### config.mk
export PLATFORM = sky130hd
export DESIGN_NAME = sprite_scheduler
export DESIGN_NICKNAME = d
export VERILOG_FILES = /design/src/rtl/sprite_scheduler.sv
export SDC_FILE = /design/constraint.sdc
export NUM_CORES = 1
export LEC_CHECK = 0
export ABC_AREA = 1
export CORE_ASPECT_RATIO = 1.5
export CORE_MARGIN = 1
export CORE_UTILIZATION = 35
export CTS_BUF_LIST = sky130_fd_sc_hd__clkbuf_4 sky130_fd_sc_hd__clkbuf_8 sky130_fd_sc_hd__clkbuf_16
export CTS_CLUSTER_SIZE = 16
export DETAILED_ROUTE_END_ITERATION = 12
export GPL_ROUTABILITY_DRIVEN = 0
export RECOVER_POWER = 25
export SETUP_SLACK_MARGIN = 0.5
export SYNTH_ARGS = -nofsm -noshare
export SYNTH_HDL_FRONTEND = slang
export SYNTH_SLANG_ARGS = --single-unit
### constraint.sdc
create_clock -name clk_pixel -period 2.59 [get_ports clk_pixel]
set_clock_uncertainty 0.1 [all_clocks]
set_input_delay 0.518 -clock clk_pixel [delete_from_list [all_inputs] [get_ports clk_pixel]]
set_output_delay 0.518 -clock clk_pixel [all_outputs]
set_load 0.05 [all_outputs]
### src/rtl/sprite_scheduler.sv
// Per-frame sprite scheduler: double-buffered sprite table (pending/active) walked
// in index order during the blanking window, one sprite per valid/ready transfer.
module sprite_scheduler #(
    parameter int MAX_SPRITES = 16,
    parameter int WIDTH       = 1280,
    parameter int HEIGHT      = 720,
    parameter int NUM_FRAMES  = 512
) (
    input  logic                             clk_pixel,
    input  logic                             sys_rst_n,
    input  logic                             wr_en,
    input  logic [$clog2(MAX_SPRITES)-1:0]   wr_index,
    input  logic                             wr_enable,
    input  logic [$clog2(WIDTH)-1:0]         wr_x,
    input  logic [$clog2(HEIGHT)-1:0]        wr_y,
    input  logic [$clog2(NUM_FRAMES)-1:0]    wr_frame,
    input  logic                             commit,
    input  logic                             frame_start,
    input  logic                             window_end,
    output logic                             sprite_valid,
    input  logic                             sprite_ready,
    output logic [$clog2(WIDTH)-1:0]         sprite_x,
    output logic [$clog2(HEIGHT)-1:0]        sprite_y,
    output logic [$clog2(NUM_FRAMES)-1:0]    sprite_frame_number,
    output logic [$clog2(MAX_SPRITES)-1:0]   sprite_index,
    output logic                             busy,
    output logic                             frame_done,
    output logic                             overrun,
    output logic [$clog2(MAX_SPRITES):0]     issued_count
);

    localparam int IW = $clog2(MAX_SPRITES);
    localparam int XW = $clog2(WIDTH);
    localparam int YW = $clog2(HEIGHT);
    localparam int FW = $clog2(NUM_FRAMES);
    localparam int CW = IW + 1;

    localparam logic [1:0] S_IDLE  = 2'd0;
    localparam logic [1:0] S_SCAN  = 2'd1;
    localparam logic [1:0] S_ISSUE = 2'd2;
    localparam logic [1:0] S_DONE  = 2'd3;

    logic [1:0]    state;
    logic [IW-1:0] idx;
    logic          commit_pending;

    logic          pend_en [MAX_SPRITES];
    logic [XW-1:0] pend_x  [MAX_SPRITES];
    logic [YW-1:0] pend_y  [MAX_SPRITES];
    logic [FW-1:0] pend_f  [MAX_SPRITES];

    logic          act_en  [MAX_SPRITES];
    logic [XW-1:0] act_x   [MAX_SPRITES];
    logic [YW-1:0] act_y   [MAX_SPRITES];
    logic [FW-1:0] act_f   [MAX_SPRITES];

    logic start_ok;
    logic do_copy;
    logic last_idx;
    logic xfer;

    always_comb begin
        start_ok = frame_start && (state == S_IDLE);
        do_copy  = start_ok && (commit_pending || commit);
        last_idx = (idx == IW'(MAX_SPRITES - 1));
        xfer     = sprite_valid && sprite_ready;
    end

    assign busy = (state != S_IDLE);

    always_ff @(posedge clk_pixel or negedge sys_rst_n) begin
        if (!sys_rst_n) begin
            for (int unsigned i = 0; i < MAX_SPRITES; i++) begin
                pend_en[i] <= 1'b0;
                pend_x[i]  <= '0;
                pend_y[i]  <= '0;
                pend_f[i]  <= '0;
            end
        end else if (wr_en) begin
            pend_en[wr_index] <= wr_enable;
            pend_x[wr_index]  <= wr_x;
            pend_y[wr_index]  <= wr_y;
            pend_f[wr_index]  <= wr_frame;
        end
    end

    // The copy samples pending before the edge, so a same-cycle write lands in pending only.
    always_ff @(posedge clk_pixel or negedge sys_rst_n) begin
        if (!sys_rst_n) begin
            commit_pending <= 1'b0;
            for (int unsigned i = 0; i < MAX_SPRITES; i++) begin
                act_en[i] <= 1'b0;
                act_x[i]  <= '0;
                act_y[i]  <= '0;
                act_f[i]  <= '0;
            end
        end else begin
            if (do_copy) begin
                commit_pending <= 1'b0;
                act_en <= pend_en;
                act_x  <= pend_x;
                act_y  <= pend_y;
                act_f  <= pend_f;
            end else if (commit) begin
                commit_pending <= 1'b1;
            end
        end
    end

    always_ff @(posedge clk_pixel or negedge sys_rst_n) begin
        if (!sys_rst_n) begin
            state               <= S_IDLE;
            idx                 <= '0;
            sprite_valid        <= 1'b0;
            sprite_x            <= '0;
            sprite_y            <= '0;
            sprite_frame_number <= '0;
            sprite_index        <= '0;
            frame_done          <= 1'b0;
            overrun             <= 1'b0;
            issued_count        <= '0;
        end else begin
            frame_done <= 1'b0;
            if (frame_start && (state != S_IDLE)) begin
                overrun <= 1'b1;
            end

            case (state)
                S_IDLE: begin
                    if (start_ok) begin
                        idx          <= '0;
                        issued_count <= '0;
                        overrun      <= 1'b0;
                        state        <= S_SCAN;
                    end
                end

                S_SCAN: begin
                    if (window_end) begin
                        overrun    <= 1'b1;
                        frame_done <= 1'b1;
                        state      <= S_DONE;
                    end else if (act_en[idx]) begin
                        sprite_x            <= act_x[idx];
                        sprite_y            <= act_y[idx];
                        sprite_frame_number <= act_f[idx];
                        sprite_index        <= idx;
                        sprite_valid        <= 1'b1;
                        state               <= S_ISSUE;
                    end else if (last_idx) begin
                        frame_done <= 1'b1;
                        state      <= S_DONE;
                    end else begin
                        idx <= idx + IW'(1);
                    end
                end

                S_ISSUE: begin
                    // A transfer completing alongside window_end is still counted.
                    if (xfer) begin
                        issued_count <= issued_count + CW'(1);
                        sprite_valid <= 1'b0;
                    end
                    if (window_end) begin
                        sprite_valid <= 1'b0;
                        overrun      <= 1'b1;
                        frame_done   <= 1'b1;
                        state        <= S_DONE;
                    end else if (xfer) begin
                        if (last_idx) begin
                            frame_done <= 1'b1;
                            state      <= S_DONE;
                        end else begin
                            idx   <= idx + IW'(1);
                            state <= S_SCAN;
                        end
                    end
                end

                default: begin
                    state <= S_IDLE;
                end
            endcase
        end
    end

endmodule

# After elaboration in Yosys (flattened, before gate mapping)

Index checks and enable logic that the tools add are counted.

Flip-flop bits (word level): 1,041
Input port bits: 42

$add $sub $neg: 2
Magnitude comparators: 3
Equal/unequal tests: 11
Multiplexer cells: 59
Bitwise logic cells: 3
Reductions and logical operators: 18

Operators with widths:

| cell                 | number |
|---|---|
| $bwmux W176          | 1 |
| $bwmux W160          | 1 |
| $bwmux W144          | 1 |
| $bmux W11 S4         | 1 |
| $demux W11 S4        | 1 |
| $bmux W10 S4         | 1 |
| $demux W10 S4        | 1 |
| $bmux W9 S4          | 1 |
| $demux W9 S4         | 1 |
| $mux W11             | 3 |
| $mux W10             | 3 |
| $mux W9              | 3 |
| $mux W4              | 6 |
| $mux W1              | 17 |
| $bwmux W16           | 1 |
| $mux W2              | 7 |
| $ne A2 B2 Y1 const B | 6 |
| $pmux W4 S3          | 1 |
| $ge A5 B5 Y1 const B | 2 |
| $mux W5              | 2 |
| $not A4 Y5           | 2 |
| $pmux W5 S2          | 1 |
| $reduce_and A3 Y1    | 3 |
| $reduce_bool A2 Y1   | 4 |
| 20 further kinds     | 26 |

# Depth between registers and ports, before layout

Gate-level depths: netlist of the first run.

Word-level depth: 7
Mapped depth: 13

# Worst setup path before layout of the first run

Ideal clock, no wire load.

Path kind: register -> register
Start: register state[0]
End: register issued_count[4]
Data arrival time: 2.024 ns
Data required time: 2.367 ns
Slack: 0.342 ns
Stages on the path, launching flop included: 12
Buffers on the path: 0
Period minus slack after synthesis: 2.248 ns
Path through: dfrtp_1 > inv_1 > ha_1 > inv_1 > or2_2 > o21ai_0 > inv_1 > o21ai_0 > nor3_1 > nand3_1 > nand2_1 > nor2_1

Longest elaborated chain between the ends: 4
Elaborated cells between the ends (all ways): 8

RTL lines:

| what                               | RTL line | text |
|---|---|---|
| start, declared                    | 43       | `logic [1:0] state;` |
| start signal, assigned             | 112      | `state <= S_IDLE;` |
| start signal, assigned             | 134      | `state <= S_SCAN;` |
| start signal, assigned             | 142      | `state <= S_DONE;` |
| $logic_not A2 Y1                   | 63, 128  |  |
| $logic_and A1 B1 Y1                | 63       | `start_ok = frame_start && (state == S_IDLE);` |
| $ne A2 B2 Y1 (no source line)      | -        |  |
| $reduce_and A3 Y1 (no source line) | -        |  |
| end signal, assigned               | 161      | `issued_count <= issued_count + CW'(1);` |
| end, declared                      | 29       | `output logic [$clog2(MAX_SPRITES):0] issued_count` |

Several ways; a longest one is shown, not always the timed one.
A chain may end at the register's enable or synchronous reset.

==> results.sh, run 1 <==
export IMPL_slew_limit_headroom_pct=-0.9975
export IMPL_drv_cap=1
export IMPL_drtIter0Drc=2775
export IMPL_syn_nets=4913
export IMPL_fin_area_um2=51270
export IMPL_worstSetupStartpointType="input port"
export IMPL_hold_viol=0
export IMPL_avgSynthCellArea_um2=8.793
export IMPL_ys_seq_elements=1041
export IMPL_drv_slew=29
export IMPL_fin_crit_sh_pct=85.45
export IMPL_cts_root_buf="clkbuf_16"
export IMPL_num_vias=33260
export IMPL_dpl_hpwl_mm=70.12
export IMPL_cts_max_level=3
export IMPL_placed_area_um2=46440
export IMPL_cts_buffers=93
export IMPL_tritoncts="done"
export IMPL_layout_common_cells="nand2_1 (1559), dfrtp_1 (1037), o21ai_0 (811), inv_1 (311), a21oi_1 (238)"
export IMPL_switchingPower_mw=20.67
export IMPL_worstSetupStartpoint="sys_rst_n"
export IMPL_num_io_pins=85
export IMPL_fill_cells=11710
export IMPL_grt_setup_unrepaired="true"
export IMPL_die_area_um2=123700
export IMPL_rows=156
export IMPL_core_um2=120800
export IMPL_dieHeight_um=430.2
export IMPL_fmax_mhz=451.8
export IMPL_r2r_slack_ps=460
export IMPL_finalSetupViolCount=0
export IMPL_powerDensity_nw_per_um2=1130
export IMPL_grt_use_total_pct=19.66
export IMPL_final_antenna_net_count=0
export IMPL_cp_end_kind="asynchronous set/reset pin"
export IMPL_path_clk_slew_ps=70
export IMPL_layout_commonest_cell="nand2_1"
export IMPL_grt_max_degree=107
export IMPL_synthesis_area_um2=42780
export IMPL_worstMarginPinSlew_ps=1515
export IMPL_ys_seq_area_share_pct=60.90
export IMPL_place_ws_ps=17.14
export IMPL_drt_total_wl_mm=125.7
export IMPL_crit_arrival_ps=2930
export IMPL_grt_pass1_vias=32150
export IMPL_firstDrtPassIters=7
export IMPL_place_inst=6349
export IMPL_worst_slack_ps=376.9
export IMPL_total_power_mw=57.91
export IMPL_wl_per_cell_um=19.10
export IMPL_fin_tns_setup_ps=0
export IMPL_area_growth_pct=19.84
export IMPL_hold_class="in -> reg"
export IMPL_netSwitchingFraction_pct=35.69
export IMPL_clk_latency_ps=690
export IMPL_portBuffers=84
export IMPL_final_layout_size_suffix_gt1_share_pct=10.82
export IMPL_floorplan_initialDensity_pct=35.41
export IMPL_internal_power_mw=37.24
export IMPL_power_leakage_nw=24.48
export IMPL_ys_warn_count=0
export IMPL_min_delay_start="window_end"
export IMPL_irDropWorstVdd_mv=0.5510
export IMPL_nets=4978
export IMPL_clockPowerShare_pct=25.5
export IMPL_clk_path_buf_depth=3
export IMPL_die_x_um=287.4
export IMPL_r2r_start="idx[0]"
export IMPL_grt_ovfl_total=0
export IMPL_clock_sinks=1041
export IMPL_crit_type="in -> async"
export IMPL_comb_power_share_pct=32.9
export IMPL_grt_pass1_wl_mm=188.3
export IMPL_antenna_found_initial=4
export IMPL_required_ps=3310
export IMPL_ys_types=29
export IMPL_synthCells=4865
export IMPL_finalCriticalPeriod_ps=2213
export IMPL_vias_per_cell=5.053
export IMPL_power_frac_seq_pct=41.6
export IMPL_fin_cells=6581
export IMPL_outcome="finished with violations"
export IMPL_worstPathMaxFanout=36
export IMPL_violations="max-capacitance violations, max-slew violations"
export IMPL_drc=0
sequential cells by signal, summed over array words and instances (netlist names):
signal / cells
sprite_x: 11
sprite_index: 4
act_x: 176
commit_pending: 1
sprite_valid: 1
state: 2
pend_en: 16
sprite_frame_number: 9
sprite_y: 10
issued_count: 5
idx: 4
frame_done: 1
pend_x: 176
pend_f: 144
act_en: 16
act_f: 144
act_y: 160
pend_y: 160
overrun: 1
critical path: stages:
cell	delay [ps]
dlygate4sd3_1	520
clkbuf_2	1060
buf_12	300
clkbuf_2	430
worst paths after layout:
kind,end,cells past startpoint
min in group asynchronous,pend_f[88],2
worst min register to register,act_f[31],2
max in group clk_pixel,busy,4
worst max-delay path,act_y[41],4
worst max register to register,sprite_frame_number[5],12
worst min-delay path,sprite_x[10],3
cells in the mapped netlist:
cell | n | area share, %
a21o_1 | 1 | 0.018
a21oi_1 | 239 | 2.8
a31oi_1 | 2 | 0.029
buf_1 | 19 | 0.17
buf_2 | 111 | 1.3
buf_6 | 7 | 0.18
clkbuf_1 | 209 | 1.8
clkbuf_2 | 6 | 0.070
dfrtp_1 | 1041 | 61
ha_1 | 6 | 0.18
inv_1 | 316 | 2.8
inv_2 | 6 | 0.053
nand2_1 | 1619 | 14
nand2_2 | 1 | 0.015
nand2_4 | 1 | 0.026
nand3_1 | 203 | 2.4
nand3_2 | 2 | 0.047
nor2_1 | 99 | 0.87
nor2_8 | 1 | 0.047
nor3_1 | 3 | 0.035
nor3_2 | 2 | 0.047
nor3b_1 | 1 | 0.018
nor4_1 | 1 | 0.015
nor4_4 | 3 | 0.15
o211ai_1 | 91 | 1.6
o21ai_0 | 837 | 9.8
o21ai_1 | 34 | 0.40
or2_2 | 2 | 0.029
xor2_1 | 2 | 0.041
per-stage QoR:
stage / hold WS (ps) / util [%]
final: 278.9 / 42.43
after global routing: 279.4 / 42.43
after CTS: 216.4 / 41.33
after detailed placement: 353.0 / 38.44
after global placement: 347.5 / 38.44
after floorplan: 122.4 / -
what timing repair did:
action | 4_1_cts | 5_1_grt
pin swaps | 6 | 17
cloned | 3 | 26
hold buffers | 1 | 0
resized for setup | 207 | 160
hold endpoints to repair | 37 | 0
setup buffers | 16 | 20
setup endpoints to repair | 79 | 285
power by group through the flow:
stage | clock, mW | combinational, mW | sequential, mW
after floorplan | 0 | 10.6 | 24.5
after global placement | 0 | 16.2 | 24.2
after detailed placement | 0 | 16.5 | 24.4
after CTS | 15.1 | 17.1 | 24.1
after global routing | 15.6 | 21.3 | 24.7
final | 14.8 | 19.0 | 24.1
logic make-up (layout without fill, tap and decap cells):
logic type | Yosys count | count (layout) | synth area share [%]
other cells | 0 | 2 | 0
simple gates | 1938 | 1938 | 17.88
xor+xnor | 2 | 2 | 0.04096
fa+ha+maj | 6 | 6 | 0.1755
compound gates | 1204 | 1204 | 14.63
buf+inv | 674 | 808 | 6.379
flops | 1041 | 1041 | 60.90
area by class of cell:
class,instances,area [um2],area share [%]
clock inverter,32,421.7,0.8225
sequential,1041,26060,50.84
inverter,322,1230,2.399
tap,1580,1977,3.856
multi-input combinational,3150,14470,28.23
antenna,2,5.005,0.009763
clock buffer,132,2816,5.494
timing repair buffer,322,4280,8.349
per-layer routing:
metal | part of all wire, % | vias to the layer above | wire length [um] | global-route usage, %
met5 | 0.019 | - | 24 | 0
met4 | 3.0 | 4 | 3833 | 6.976
met3 | 5.1 | 176 | 6457 | 2.720
met2 | 50 | 839 | 62660 | 33.95
met1 | 42 | 16460 | 52740 | 24.92
li1 | - | 15780 | - | -
Power figures use the tool's default switching activity.
==> run 2: changes to the inputs <==
- CTS_BUF_LIST: sky130_fd_sc_hd__clkbuf_4 sky130_fd_sc_hd__clkbuf_8 sky130_fd_sc_hd__clkbuf_16 -> not set
- clock period: 2.59 -> 1.78 ns (I/O delays scaled with it)
==> results.sh, run 2 (synthesized netlist as in run 1, its figures left out) <==
export IMPL_outcome="finished with violations"
export IMPL_violations="negative setup slack"
export IMPL_drt_total_wl_mm=134.6
export IMPL_hold_viol=0
export IMPL_hold_class="in -> reg"
export IMPL_grt_pass1_wl_mm=202.4
export IMPL_rows=156
export IMPL_grt_pass1_vias=33840
export IMPL_firstDrtPassIters=6
export IMPL_fin_tns_setup_ps=-136590
export IMPL_layout_commonest_cell="nand2_1"
export IMPL_fin_crit_sh_pct=121.1
export IMPL_grt_use_total_pct=21.30
export IMPL_top_regs="act_x: 176 flops, pend_x: 176 flops"
export IMPL_dieHeight_um=430.2
export IMPL_cts_max_level=3
export IMPL_worstMarginPinSlew_ps=792.9
export IMPL_worst_slack_ps=-375.6
export IMPL_powerDensity_nw_per_um2=1650
export IMPL_fmax_mhz=463.9
export IMPL_grt_max_degree=105
export IMPL_portBuffers=84
export IMPL_tritoncts="done"
export IMPL_crit_arrival_ps=2660
export IMPL_required_ps=2290
export IMPL_wl_per_cell_um=19.64
export IMPL_die_x_um=287.4
export IMPL_drc=0
export IMPL_drtIter0Drc=2984
export IMPL_core_um2=120800
export IMPL_power_leakage_nw=27.28
export IMPL_place_ws_ps=-516.5
export IMPL_cts_buffers=96
export IMPL_grt_setup_unrepaired="true"
export IMPL_num_vias=34790
export IMPL_nets=5237
export IMPL_dpl_hpwl_mm=77.04
export IMPL_path_cells="inv_2 -> ha_4 -> buf_6 -> nand2_4 -> a21oi_4 -> buf_12 -> buf_12 -> clkinv_16 -> buf_12 -> buf_12 -> buf_16 -> nand2_1 -> nand2_1"
export IMPL_layout_common_cells="nand2_1 (1376), dfrtp_1 (1037), o21ai_0 (724), inv_1 (311), a21oi_1 (231)"
export IMPL_final_layout_size_suffix_gt1_share_pct=20.19
export IMPL_crit_top_cell="buf_12"
export IMPL_grt_ovfl_total=0
export IMPL_final_antenna_net_count=0
export IMPL_crit_slowest_cell="dfrtp_1"
export IMPL_worstSetupStartpointType="flop"
export IMPL_path_clk_slew_ps=70
export IMPL_finalSetupViolCount=668
export IMPL_floorplan_initialDensity_pct=35.41
export IMPL_irDropWorstVdd_mv=0.7337
export IMPL_worstPathMaxFanout=9
export IMPL_finalCriticalPeriod_ps=2156
export IMPL_clk_path_buf_depth=3
export IMPL_slew_limit_headroom_pct=47.14
export IMPL_cpLargestDelayFamily="buffers and inverters"
export IMPL_path_buf_inv=8
export IMPL_num_io_pins=85
export IMPL_drv_slew=0
export IMPL_cts_root_buf="clkbuf_16"
export IMPL_drv_cap=0
export IMPL_vias_per_cell=5.078
export IMPL_slowest_delay_ps=400
export IMPL_die_area_um2=123700
export IMPL_cp_end_kind="flop"
export IMPL_crit_type="reg -> reg"
export IMPL_area_growth_pct=32.94
export IMPL_fill_cells=10970
export IMPL_clock_sinks=1041
export IMPL_antenna_found_initial=7
export IMPL_clk_latency_ps=710
[run 2: path summary, 6_finish.rpt]
path	startpoint	slack, ps	to	cells past startpoint
worst max register to register	state[1]	-380	act_f[136]	13
worst min-delay path	wr_frame[7]	160	pend_f[88]	3
worst min register to register	pend_f[105]	340	act_f[105]	2
min in group asynchronous	sys_rst_n	630	act_x[165]	3
max in group asynchronous	sys_rst_n	-60	issued_count[3]	5
worst max-delay path	state[1]	-380	act_f[136]	13
[run 2: power breakdown]
group | total [mW] | leakage [nW] | internal [mW] | switching, mW
Combinational | 36.3 | 12.4 | 16.1 | 20.2
Sequential | 35.5 | 13.2 | 31.6 | 3.90
Clock | 22.0 | 1.66 | 12.6 | 9.46
Total | 93.9 | 27.3 | 60.3 | 33.5
[run 2: layer usage]
layer / global-route usage [%] / vias up / wire length (um) / part of all wire, %
li1: - / 16370 / - / -
met1: 26.95 / 17320 / 55580 / 41
met2: 36.35 / 888 / 67510 / 50
met3: 3.521 / 217 / 7162 / 5.3
met4: 7.717 / 2 / 4315 / 3.2
met5: 0 / - / 13 / 0.0097
[run 2: tightest hold or removal path, delay by kind of cell]
family                 cells  cell delay, ps
buffers and inverters      1             440
AND/OR/NAND/NOR            1              80
AO/OA/AOI/OAI              1              50
[run 2: area by class of cell]
class	count	area [um2]	share of cell area, %
flip-flops and latches	1041	26060	45.83
multi-input cells	3150	15530	27.30
repair buffers	576	8655	15.22
clock buffers	132	2810	4.941
well taps	1580	1977	3.476
inverters	322	1247	2.194
clock inverters	46	554.3	0.9747
repair inverters	2	28.78	0.05060
diodes	3	7.507	0.01320
[run 2: through the flow]
stage | cells | cell area [um2] | hold slack (ps) | utilization (%) | total power [mW]
2_1_floorplan | 4865 | 42820 | -39.59 | - | 51.11
3_3_place_gp | 6486 | 48410 | 347.3 | 40.07 | 61.11
3_5_place_dp | 6486 | 48410 | 353.0 | 40.07 | 61.85
4_1_cts | 6779 | 54650 | 119.3 | 45.23 | 89.83
5_1_grt | 6850 | 56860 | 161.0 | 47.07 | 99.28
6_report | 6852 | 56870 | 156.0 | 47.07 | 93.86
[run 2: timing repair]
action                                  in CTS  in global routing
hold buffers                                 3                  0
gates resized for setup                    229                457
hold endpoints to repair                   748                  0
pin swaps                                   32                 68
gates cloned                                53                 32
endpoints found under the setup margin    1084               1108
buffers inserted                            59                 38
